$ cat config.mk
export PLATFORM = sky130hd
export DESIGN_NAME = dac_spi_multi_flat
export DESIGN_NICKNAME = d
export VERILOG_FILES = /design/src/rtl/dac_spi_multi_if.sv /design/src/rtl/dac_spi_multi.sv /design/src/flat_wrapper.sv
export SDC_FILE = /design/constraint.sdc
export NUM_CORES = 1
export LEC_CHECK = 0
export ABC_AREA = 1
export CAP_MARGIN = 20
export CELL_PAD_IN_SITES_DETAIL_PLACEMENT = 2
export CELL_PAD_IN_SITES_GLOBAL_PLACEMENT = 2
export CORE_MARGIN = 2
export CORE_UTILIZATION = 37
export CTS_BUF_LIST = sky130_fd_sc_hd__clkbuf_8 sky130_fd_sc_hd__clkbuf_16
export CTS_CLUSTER_DIAMETER = 150
export DETAILED_ROUTE_END_ITERATION = 16
export GPL_TIMING_DRIVEN = 0
export HOLD_SLACK_MARGIN = 0.03
export MAX_ROUTING_LAYER = met4
export PLACE_DENSITY_LB_ADDON = 0.1
export RECOVER_POWER = 100
export SETUP_SLACK_MARGIN = 0.1
export SLEW_MARGIN = 10
export SYNTH_ARGS = -nofsm -noshare
export SYNTH_HDL_FRONTEND = slang
export SYNTH_SLANG_ARGS = --single-unit
$ cat constraint.sdc
create_clock -name clk -period 3.18 [get_ports clk]
set_input_delay 0.636 -clock clk [delete_from_list [all_inputs] [get_ports clk]]
set_output_delay 0.636 -clock clk [all_outputs]
set_load 0.01 [all_outputs]
$ cat src/rtl/dac_spi_multi_if.sv
// APB slave bus bundle for dac_spi_multi.
// The master modport drives requests; the slave modport returns read data and status.
interface dac_spi_multi_if #(
    parameter int ADDR_WIDTH = 8
);
    logic [ADDR_WIDTH-1:0] paddr;
    logic                  psel;
    logic                  penable;
    logic                  pwrite;
    logic [31:0]           pwdata;
    logic [31:0]           prdata;
    logic                  pready;
    logic                  pslverr;

    modport master (
        output paddr, psel, penable, pwrite, pwdata,
        input  prdata, pready, pslverr
    );

    modport slave (
        input  paddr, psel, penable, pwrite, pwdata,
        output prdata, pready, pslverr
    );
endinterface

$ cat src/rtl/dac_spi_multi.sv
// APB-programmed SPI write engine for several DACs, with a TX FIFO and LDAC strobing.
// Defining DAC_SPI_IRQ_EN adds the irq_o port and the IRQ register at 0x10.
//  state | meaning
//  IDLE  | sclk parked at CPOL, waits for EN and a queued word (or a manual LDAC request)
//  LEAD  | cs_n asserted, CS setup time
//  SHIFT | 2*DATA_WIDTH sclk edges, MSB first
//  TRAIL | CS hold after the last edge
//  GAP   | cs_n released, minimum high time, LDAC strobe when due
module dac_spi_multi #(
    parameter int DATA_WIDTH = 16,
    parameter int NUM_CS     = 4,
    parameter int FIFO_DEPTH = 8,
    parameter int CS_DELAY   = 4,
    parameter int LDAC_PULSE = 2,
    parameter int ADDR_WIDTH = 8
) (
    input  logic              clk,
    input  logic              rst_n,
    dac_spi_multi_if.slave    apb,
    output logic              sclk,
    output logic              mosi,
    output logic [NUM_CS-1:0] cs_n,
    output logic              ldac_o
`ifdef DAC_SPI_IRQ_EN
    ,
    output logic              irq_o
`endif
);
    localparam int AW      = $clog2(FIFO_DEPTH);
    localparam int CW      = AW + 1;
    localparam int EW      = $clog2(2 * DATA_WIDTH);
    localparam int GAP_LEN = (CS_DELAY > LDAC_PULSE) ? CS_DELAY : LDAC_PULSE;
    localparam int TW      = $clog2(GAP_LEN + 256);
    localparam logic [EW-1:0] LAST_EDGE = EW'(2 * DATA_WIDTH - 1);
    localparam logic [ADDR_WIDTH-1:0] A_CTRL = 'h00, A_STAT = 'h04, A_TX = 'h08,
                                      A_LDAC = 'h0C, A_IRQ = 'h10;

    typedef enum logic [2:0] {IDLE, LEAD, SHIFT, TRAIL, GAP} state_t;

    logic rst_meta, rst_sync_n;
    logic en, cpol, cpha, ldac_lvl, overflow, ldac_req;
    logic [1:0] ldac_mode;
    logic [7:0] clkdiv;
    logic wr, push_req, push, pop, empty, full, busy;
    logic start_frame, start_strobe, ldac_take, ldac_idle, pulse_due;
    logic [DATA_WIDTH+3:0] mem [FIFO_DEPTH];
    logic [DATA_WIDTH+3:0] head;
    logic [DATA_WIDTH-1:0] head_word, shreg;
    logic [AW-1:0] wr_ptr, rd_ptr;
    logic [CW-1:0] level;
    logic [NUM_CS-1:0] cs_sel;
    logic [31:0] rdata;
    state_t state;
    logic [TW-1:0] timer, ldac_cnt;
    logic [EW-1:0] edge_cnt;
    logic f_cpol, f_cpha, ldac_act;
    logic [7:0] f_div;
    logic unused_ok;

    // Release of the internal reset is aligned to clk; assertion stays asynchronous.
    always_ff @(posedge clk or negedge rst_n) begin
        if (!rst_n) {rst_sync_n, rst_meta} <= 2'b00;
        else        {rst_sync_n, rst_meta} <= {rst_meta, 1'b1};
    end

    assign wr           = apb.psel & apb.penable & apb.pwrite;
    assign push_req     = wr && (apb.paddr == A_TX);
    assign push         = push_req & ~full;
    assign empty        = (level == '0);
    assign full         = (level == CW'(FIFO_DEPTH));
    assign busy         = (state != IDLE);
    assign head         = mem[rd_ptr];
    assign head_word    = head[DATA_WIDTH-1:0];
    assign start_strobe = (state == IDLE) && ldac_req;
    assign start_frame  = (state == IDLE) && !ldac_req && en && !empty;
    assign pop          = start_frame;
    assign ldac_take    = start_strobe || ((state == TRAIL) && (timer == '0));
    assign ldac_idle    = (ldac_mode == 2'd1 || ldac_mode == 2'd2) ? 1'b1 : ~ldac_lvl;
    assign pulse_due    = ldac_req || (ldac_mode == 2'd1) || ((ldac_mode == 2'd2) && empty);
    assign apb.pready   = 1'b1;
    assign apb.pslverr  = push_req & full;
    assign apb.prdata   = rdata;
    assign unused_ok    = ^apb.pwdata;

    always_comb begin
        cs_sel = '1;
        for (int i = 0; i < NUM_CS; i++)
            if (head[DATA_WIDTH+3:DATA_WIDTH] == 4'(i)) cs_sel[i] = 1'b0;
    end

    always_ff @(posedge clk) begin
        if (push) mem[wr_ptr] <= {apb.pwdata[31:28], apb.pwdata[DATA_WIDTH-1:0]};
    end

    always_ff @(posedge clk or negedge rst_sync_n) begin
        if (!rst_sync_n) begin
            wr_ptr <= '0;
            rd_ptr <= '0;
            level  <= '0;
        end else begin
            if (push) wr_ptr <= wr_ptr + 1'b1;
            if (pop)  rd_ptr <= rd_ptr + 1'b1;
            if (push && !pop)      level <= level + CW'(1);
            else if (pop && !push) level <= level - CW'(1);
        end
    end

    always_ff @(posedge clk or negedge rst_sync_n) begin
        if (!rst_sync_n) begin
            {en, cpol, cpha, ldac_lvl} <= 4'b0;
            ldac_mode <= 2'b0;
            clkdiv    <= 8'b0;
            overflow  <= 1'b0;
            ldac_req  <= 1'b0;
        end else begin
            if (wr && apb.paddr == A_CTRL) begin
                en        <= apb.pwdata[0];
                cpol      <= apb.pwdata[1];
                cpha      <= apb.pwdata[2];
                ldac_mode <= apb.pwdata[4:3];
                ldac_lvl  <= apb.pwdata[5];
                clkdiv    <= apb.pwdata[15:8];
            end
            overflow <= (overflow & ~(wr && apb.paddr == A_STAT && apb.pwdata[3]))
                        | (push_req & full);
            ldac_req <= (ldac_req & ~ldac_take) | (wr && apb.paddr == A_LDAC && apb.pwdata[0]);
        end
    end

`ifdef DAC_SPI_IRQ_EN
    logic irq_wr, irq_done_en, irq_empty_en, irq_done, irq_empty;
    assign irq_wr = wr && (apb.paddr == A_IRQ);

    always_ff @(posedge clk or negedge rst_sync_n) begin
        if (!rst_sync_n) begin
            {irq_done_en, irq_empty_en, irq_done, irq_empty, irq_o} <= 5'b0;
        end else begin
            if (irq_wr) {irq_empty_en, irq_done_en} <= apb.pwdata[1:0];
            irq_done  <= (irq_done & ~(irq_wr & apb.pwdata[8]))
                         | ((state == GAP) && (timer == '0));
            irq_empty <= (irq_empty & ~(irq_wr & apb.pwdata[9]))
                         | (pop && !push && level == CW'(1));
            irq_o     <= |({irq_empty, irq_done} & {irq_empty_en, irq_done_en});
        end
    end
`endif

    always_comb begin
        rdata = '0;
        case (apb.paddr)
            A_CTRL:  rdata = {16'b0, clkdiv, 2'b0, ldac_lvl, ldac_mode, cpha, cpol, en};
            A_STAT:  rdata = {20'b0, 4'(level), 4'b0, overflow, busy, full, empty};
`ifdef DAC_SPI_IRQ_EN
            A_IRQ:   rdata = {22'b0, irq_empty, irq_done, 6'b0, irq_empty_en, irq_done_en};
`endif
            default: rdata = '0;
        endcase
    end

    always_ff @(posedge clk or negedge rst_sync_n) begin
        if (!rst_sync_n) begin
            state    <= IDLE;
            sclk     <= 1'b0;
            mosi     <= 1'b0;
            cs_n     <= '1;
            ldac_o   <= 1'b1;
            timer    <= '0;
            ldac_cnt <= '0;
            edge_cnt <= '0;
            shreg    <= '0;
            f_cpol   <= 1'b0;
            f_cpha   <= 1'b0;
            f_div    <= '0;
            ldac_act <= 1'b0;
        end else begin
            ldac_o <= ldac_idle;
            case (state)
                IDLE: begin
                    sclk <= cpol;
                    if (start_strobe) begin
                        state    <= GAP;
                        ldac_o   <= 1'b0;
                        ldac_act <= 1'b1;
                        ldac_cnt <= TW'(LDAC_PULSE - 1);
                        timer    <= TW'(GAP_LEN - 1);
                    end else if (start_frame) begin
                        state  <= LEAD;
                        cs_n   <= cs_sel;
                        f_cpol <= cpol;
                        f_cpha <= cpha;
                        f_div  <= clkdiv;
                        // CPHA=0 presents the MSB now; later bits go out on trailing edges.
                        shreg  <= cpha ? head_word : head_word << 1;
                        mosi   <= cpha ? mosi : head_word[DATA_WIDTH-1];
                        timer  <= TW'(CS_DELAY - 1);
                    end
                end
                LEAD: begin
                    if (timer == '0) begin
                        state    <= SHIFT;
                        timer    <= TW'(f_div);
                        edge_cnt <= '0;
                    end else timer <= timer - 1'b1;
                end
                SHIFT: begin
                    if (timer == '0) begin
                        sclk  <= ~sclk;
                        timer <= TW'(f_div);
                        // Even edge_cnt is a leading edge, odd a trailing edge.
                        if (f_cpha ? !edge_cnt[0] : (edge_cnt[0] && edge_cnt != LAST_EDGE)) begin
                            mosi  <= shreg[DATA_WIDTH-1];
                            shreg <= shreg << 1;
                        end
                        if (edge_cnt == LAST_EDGE) begin
                            state <= TRAIL;
                            timer <= TW'(CS_DELAY - 1);
                        end else edge_cnt <= edge_cnt + 1'b1;
                    end else timer <= timer - 1'b1;
                end
                TRAIL: begin
                    sclk <= f_cpol;
                    if (timer == '0) begin
                        state <= GAP;
                        cs_n  <= '1;
                        if (pulse_due) begin
                            ldac_o   <= 1'b0;
                            ldac_act <= 1'b1;
                            ldac_cnt <= TW'(LDAC_PULSE - 1);
                            timer    <= TW'(GAP_LEN - 1);
                        end else timer <= TW'(CS_DELAY - 1);
                    end else timer <= timer - 1'b1;
                end
                GAP: begin
                    if (ldac_act) begin
                        if (ldac_cnt == '0) ldac_act <= 1'b0;
                        else begin
                            ldac_cnt <= ldac_cnt - 1'b1;
                            ldac_o   <= 1'b0;
                        end
                    end
                    if (timer == '0) state <= IDLE;
                    else timer <= timer - 1'b1;
                end
                default: state <= IDLE;
            endcase
        end
    end
endmodule

$ cat src/flat_wrapper.sv
// flat-port wrapper written by rule: the top's interface ports become plain ports
module dac_spi_multi_flat 
#(
    parameter int DATA_WIDTH = 16,
    parameter int NUM_CS     = 4,
    parameter int FIFO_DEPTH = 8,
    parameter int CS_DELAY   = 4,
    parameter int LDAC_PULSE = 2,
    parameter int ADDR_WIDTH = 8
)
  (clk, rst_n, sclk, mosi, cs_n, ldac_o, apb_paddr, apb_psel, apb_penable, apb_pwrite, apb_pwdata, apb_prdata, apb_pready, apb_pslverr);
  dac_spi_multi_if #(.ADDR_WIDTH(ADDR_WIDTH)) apb_i ();
  input  logic clk;
  input  logic rst_n;
  output logic sclk;
  output logic mosi;
  output logic [NUM_CS-1:0] cs_n;
  output logic ldac_o;
  input wire logic [$bits(apb_i.paddr)-1:0] apb_paddr;
  input wire logic [$bits(apb_i.psel)-1:0] apb_psel;
  input wire logic [$bits(apb_i.penable)-1:0] apb_penable;
  input wire logic [$bits(apb_i.pwrite)-1:0] apb_pwrite;
  input wire logic [$bits(apb_i.pwdata)-1:0] apb_pwdata;
  output wire logic [$bits(apb_i.prdata)-1:0] apb_prdata;
  output wire logic [$bits(apb_i.pready)-1:0] apb_pready;
  output wire logic [$bits(apb_i.pslverr)-1:0] apb_pslverr;
  assign apb_i.paddr = apb_paddr;
  assign apb_i.psel = apb_psel;
  assign apb_i.penable = apb_penable;
  assign apb_i.pwrite = apb_pwrite;
  assign apb_i.pwdata = apb_pwdata;
  assign apb_prdata = apb_i.prdata;
  assign apb_pready = apb_i.pready;
  assign apb_pslverr = apb_i.pslverr;
  dac_spi_multi #(.DATA_WIDTH(DATA_WIDTH), .NUM_CS(NUM_CS), .FIFO_DEPTH(FIFO_DEPTH), .CS_DELAY(CS_DELAY), .LDAC_PULSE(LDAC_PULSE), .ADDR_WIDTH(ADDR_WIDTH)) u_core (.clk(clk), .rst_n(rst_n), .apb(apb_i), .sclk(sclk), .mosi(mosi), .cs_n(cs_n), .ldac_o(ldac_o));
endmodule
==> results.py <==
metrics = {
    "finish": {
        "n_antenna_cell": 0,
        "nNetsFinal": 1501,
        "drive_gt1_share_pct": 9.271,
        "fillerInstances": 3541,
        "areaGrowthSynthToFinish_pct": 18.95,
        "fin_util_pct": 44.60,
    },
    "routing": {
        "totalWireLength_microns": 38780,
        "drt_iter0_drc": 532,
        "routed_via_density": 5.018,
        "ant_nets": 0,
        "drtPass1Iterations": 5,
        "route.detailed.drc": 0,
        "via_count": 9378,
        "routedWlPerCell_microns": 20.75,
    },
    "place": {
        "port_buffers": 54,
        "pre_cts_slack_ns": -0.4597,
        "gp_congestion": 0.8027,
        "dpl.hpwl_microns": 27790,
    },
    "clock_tree": {
        "cts_hold_buf": 0,
        "htreeDepth": 1,
        "cts_buffers": 30,
        "cts_tree": "built",
        "worstSkewPairLatency_ns": 0.58,
        "clk_pin_slew_worst_paths_ns": 0.06,
        "cts_sinks": 248,
        "cts_root_buffer": "clkbuf_16",
        "cts_max_path_buffers": 3,
    },
    "timing": {
        "finalHoldViolations": 0,
        "worst_slew_pin_slew_ns": 1.607,
        "hold_slack_ns": 0.2991,
        "fin_skew_ns": 0.02488,
        "finalWorstSetupSlack_ns": 0.2139,
        "setup_viol": 0,
        "fin_crit_sh_pct": 93.27,
        "max_freq_ghz": 0.3371,
        "slew_violations": 35,
        "fin_crit_ns": 2.966,
        "relSlewSlack_pct": -7.148,
        "grt_setup_unrepaired": "yes",
        "tns_ns": 0,
    },
    "yosys": {
        "netlist.area_leader.share_pct": 40.61,
        "synth.most_common_cell": "nand2_1",
        "avgSynthCellArea_sq_um": 8.963,
        "synthTopCellsByCount": "425 x nand2_1, 174 x inv_1, 160 x edfxtp_1",
        "yosysWarnings": 0,
        "synth-edff-count": 160,
        "syn-cell-area_sq_um": 11830,
        "synth_area_leaders": "edfxtp_1 41%, dfrtp_1 18%, nand2_1 13%, nand3_1 6.0%, inv_1 5.5%",
        "ys.flop_type": "edfxtp_1",
        "synth_top_area_cell": "edfxtp_1",
        "syn-instance-count": 1320,
        "synth-seq-cells": 248,
        "ys_async_sr_fraction_pct": 35.48,
        "yosys.cell_types.count": 39,
        "seq_area_frac_synth_pct": 59.27,
    },
    "die": {
        "die_y_microns": 182.8,
        "start_util_pct": 37.49,
        "die-area_sq_um": 33420,
        "io_pins": 86,
        "fp.dieW_microns": 182.8,
        "core_area_sq_um": 31560,
        "rows": 65,
    },
    "grt": {
        "grtUsageMet1_pct": 31.94,
        "grt_pass1_wl_microns": 60330,
        "gr-total-overflow": 0,
        "grt_antenna_before_repair": 0,
        "gr-usage-met3_pct": 2.641,
        "grt_max_degree": 53,
        "grt.total_usage_pct": 24.58,
        "grt_pass1_vias": 10260,
        "grtUsageMet2_pct": 41.28,
        "grt_most_used_layer": "met2",
    },
    "worst_setup_path": {
        "worstReg2RegStart": "u_core.state[2]$_DFFE_PN0P_",
        "r2r_end": "u_core.level[3]$_DFFE_PN0P_",
        "cpMostUsedCell": "nor2_1",
        "end_kind": "primary output",
        "cp_slowest_cell": "dlygate4sd3_1",
        "crit_type": "in2out",
        "startpoint": "apb_paddr[5]",
        "cp_num_buf_inv": 2,
        "startpoint_type": "primary input",
        "crit_chain": "clkdlybuf4s50_1, nor2_1, nand2_2, nor2_1, nand2_1, nor2_1, dlygate4sd3_1",
        "crit_required_ns": 2.54,
        "reg2regPathDepth": 15,
        "worst_path_largest_cell_delay_ns": 0.62,
        "cp.arrival_ns": 2.33,
        "worstSetupPathDepth": 7,
        "crit_path_max_fanout": 3,
        "critPathTopFamily": "buffers and inverters",
        "r2r_slack_ns": 0.34,
        "endpoint": "apb_pslverr",
    },
    "power": {
        "cellPowerDensity_nw_per_um2": 763.8,
        "vdd.ir_drop.worst_uv": 507.9,
        "power_leakage_nw": 6.482,
    },
    "run_status": {
        "violations": "capacitance limit, slew limit",
        "status": "complete, but fails checks",
    },
    "hold_path": {
        "hold_class": "in2async",
    },
    "run": {
        "cap_violations": 1,
    },
}
worst min-delay path by stage:
stage	startpoint	end	slack [ns]	depth (start not counted)
after floorplan	u_core.rst_meta$_DFF_PN0_	u_core.rst_sync_n$_DFF_PN0_	0.33	0
after global placement	u_core.rst_meta$_DFF_PN0_	u_core.rst_sync_n$_DFF_PN0_	0.34	0
after detailed placement	u_core.rst_sync_n$_DFF_PN0_	u_core.ldac_cnt[5]$_DFFE_PN0P_	0.33	0
after CTS	rst_n	u_core.rst_sync_n$_DFF_PN0_	0.21	1
after global routing	rst_n	u_core.rst_sync_n$_DFF_PN0_	0.29	1
final	rst_n	u_core.rst_sync_n$_DFF_PN0_	0.30	1
kinds of logic (layout without fill, tap and decap cells):
group | count (synthesis) | in the layout | share of synthesized area, %
and+or+nand+nor | 717 | 717 | 25.52
adders and majority gates | 13 | 13 | 1.438
xor gates and xnor gates | 17 | 17 | 1.258
other | 2 | 20 | 0.06348
buffers and inverters | 242 | 371 | 8.651
AOI/OAI and AO/OA | 81 | 81 | 3.797
DFF | 248 | 248 | 59.27
per-stage QoR:
stage | power (mW) | cells | instance area [sq um]
final | 10.75 | 1869 | 14070
after global placement | 7.378 | 1794 | 12940
after CTS | 10.97 | 1869 | 14170
after global routing | 11.46 | 1869 | 14070
after floorplan | 6.282 | 1338 | 11900
after detailed placement | 7.540 | 1811 | 13160
flip-flops by register name, summed over array words and instances (netlist names), 2 cells and up:
signal,count
u_core.ldac_mode,2
u_core.timer,9
u_core.state,3
u_core.clkdiv,8
u_core.wr_ptr,3
u_core.cs_n,4
u_core.edge_cnt,5
u_core.rd_ptr,3
u_core.f_div,8
u_core.mem,160
u_core.ldac_cnt,9
u_core.level,4
u_core.shreg,16
power by group:
part           switching, mW  internal (mW)
sequential             0.213           3.73
combinational           2.44           1.02
clock                   1.38           1.98
total                   4.03           6.72
timing repair:
action                                  4_1_cts  5_1_grt
endpoints found under the hold margin         0        0
gates resized for setup                      14       23
endpoints found under the setup margin        9       42
buffers inserted                              2        0
pin swaps                                     1        0
layer usage:
metal	vias up	routed length, microns
met4	0	971
met3	55	1394
li1	4419	-
met1	4732	17620
met2	172	18790
met5	-	0
layout by cell type, fill, tap and decap left out, types with 3 or more instances in the layout:
master | Yosys | routed
dlymetal6s2s_1 | 0 | 4
nor3_1 | 11 | 4
buf_2 | 11 | 10
inv_2 | 6 | 4
or2_2 | 6 | 6
clkbuf_1 | 16 | 27
dfstp_2 | 5 | 5
o21ai_0 | 54 | 66
inv_1 | 174 | 190
conb_1 | 2 | 20
nand2_1 | 425 | 428
nand4_1 | 5 | 5
nand3_1 | 142 | 142
clkdlybuf4s50_1 | 0 | 11
xor2_1 | 13 | 13
nor3_2 | 0 | 4
nand2_2 | 5 | 3
nor3_4 | 0 | 3
clkinv_2 | 0 | 3
clkbuf_8 | 0 | 6
xnor2_1 | 4 | 4
buf_4 | 20 | 25
dlygate4sd3_1 | 0 | 29
nor2_4 | 3 | 3
nor2_1 | 108 | 105
clkbuf_2 | 1 | 9
dfrtp_1 | 83 | 82
nor2_2 | 4 | 7
o21ai_1 | 10 | 4
buf_1 | 10 | 9
ha_1 | 12 | 12
clkbuf_16 | 0 | 31
edfxtp_1 | 160 | 160
final cells by class:
type | count | area, sq um | share of cell area [%]
Buffer | 61 | 324.1 | 2.303
Clock inverter | 19 | 127.6 | 0.9068
Inverter | 181 | 681.9 | 4.845
Sequential cell | 248 | 7014 | 49.84
Multi-Input combinational cell | 848 | 3897 | 27.69
Clock buffer | 37 | 858.3 | 6.099
Tap cell | 402 | 503.0 | 3.574
Timing Repair Buffer | 73 | 666.9 | 4.739
worst reg2reg max path, cell delays in order (launching register included):
cell and delay [ns]:
dfrtp_1 0.44, nor2_4 0.19, nand2_4 0.11, inv_2 0.14, nand2_4 0.10, nor2_8 0.19
inv_1 0.09, buf_2 0.21, ha_1 0.26, inv_1 0.13, ha_1 0.29, a21oi_1 0.13
o21ai_0 0.14, xor2_1 0.17, nand2_1 0.07, o21ai_0 0.07
No activity file was read; power rests on OpenSTA's default activity.
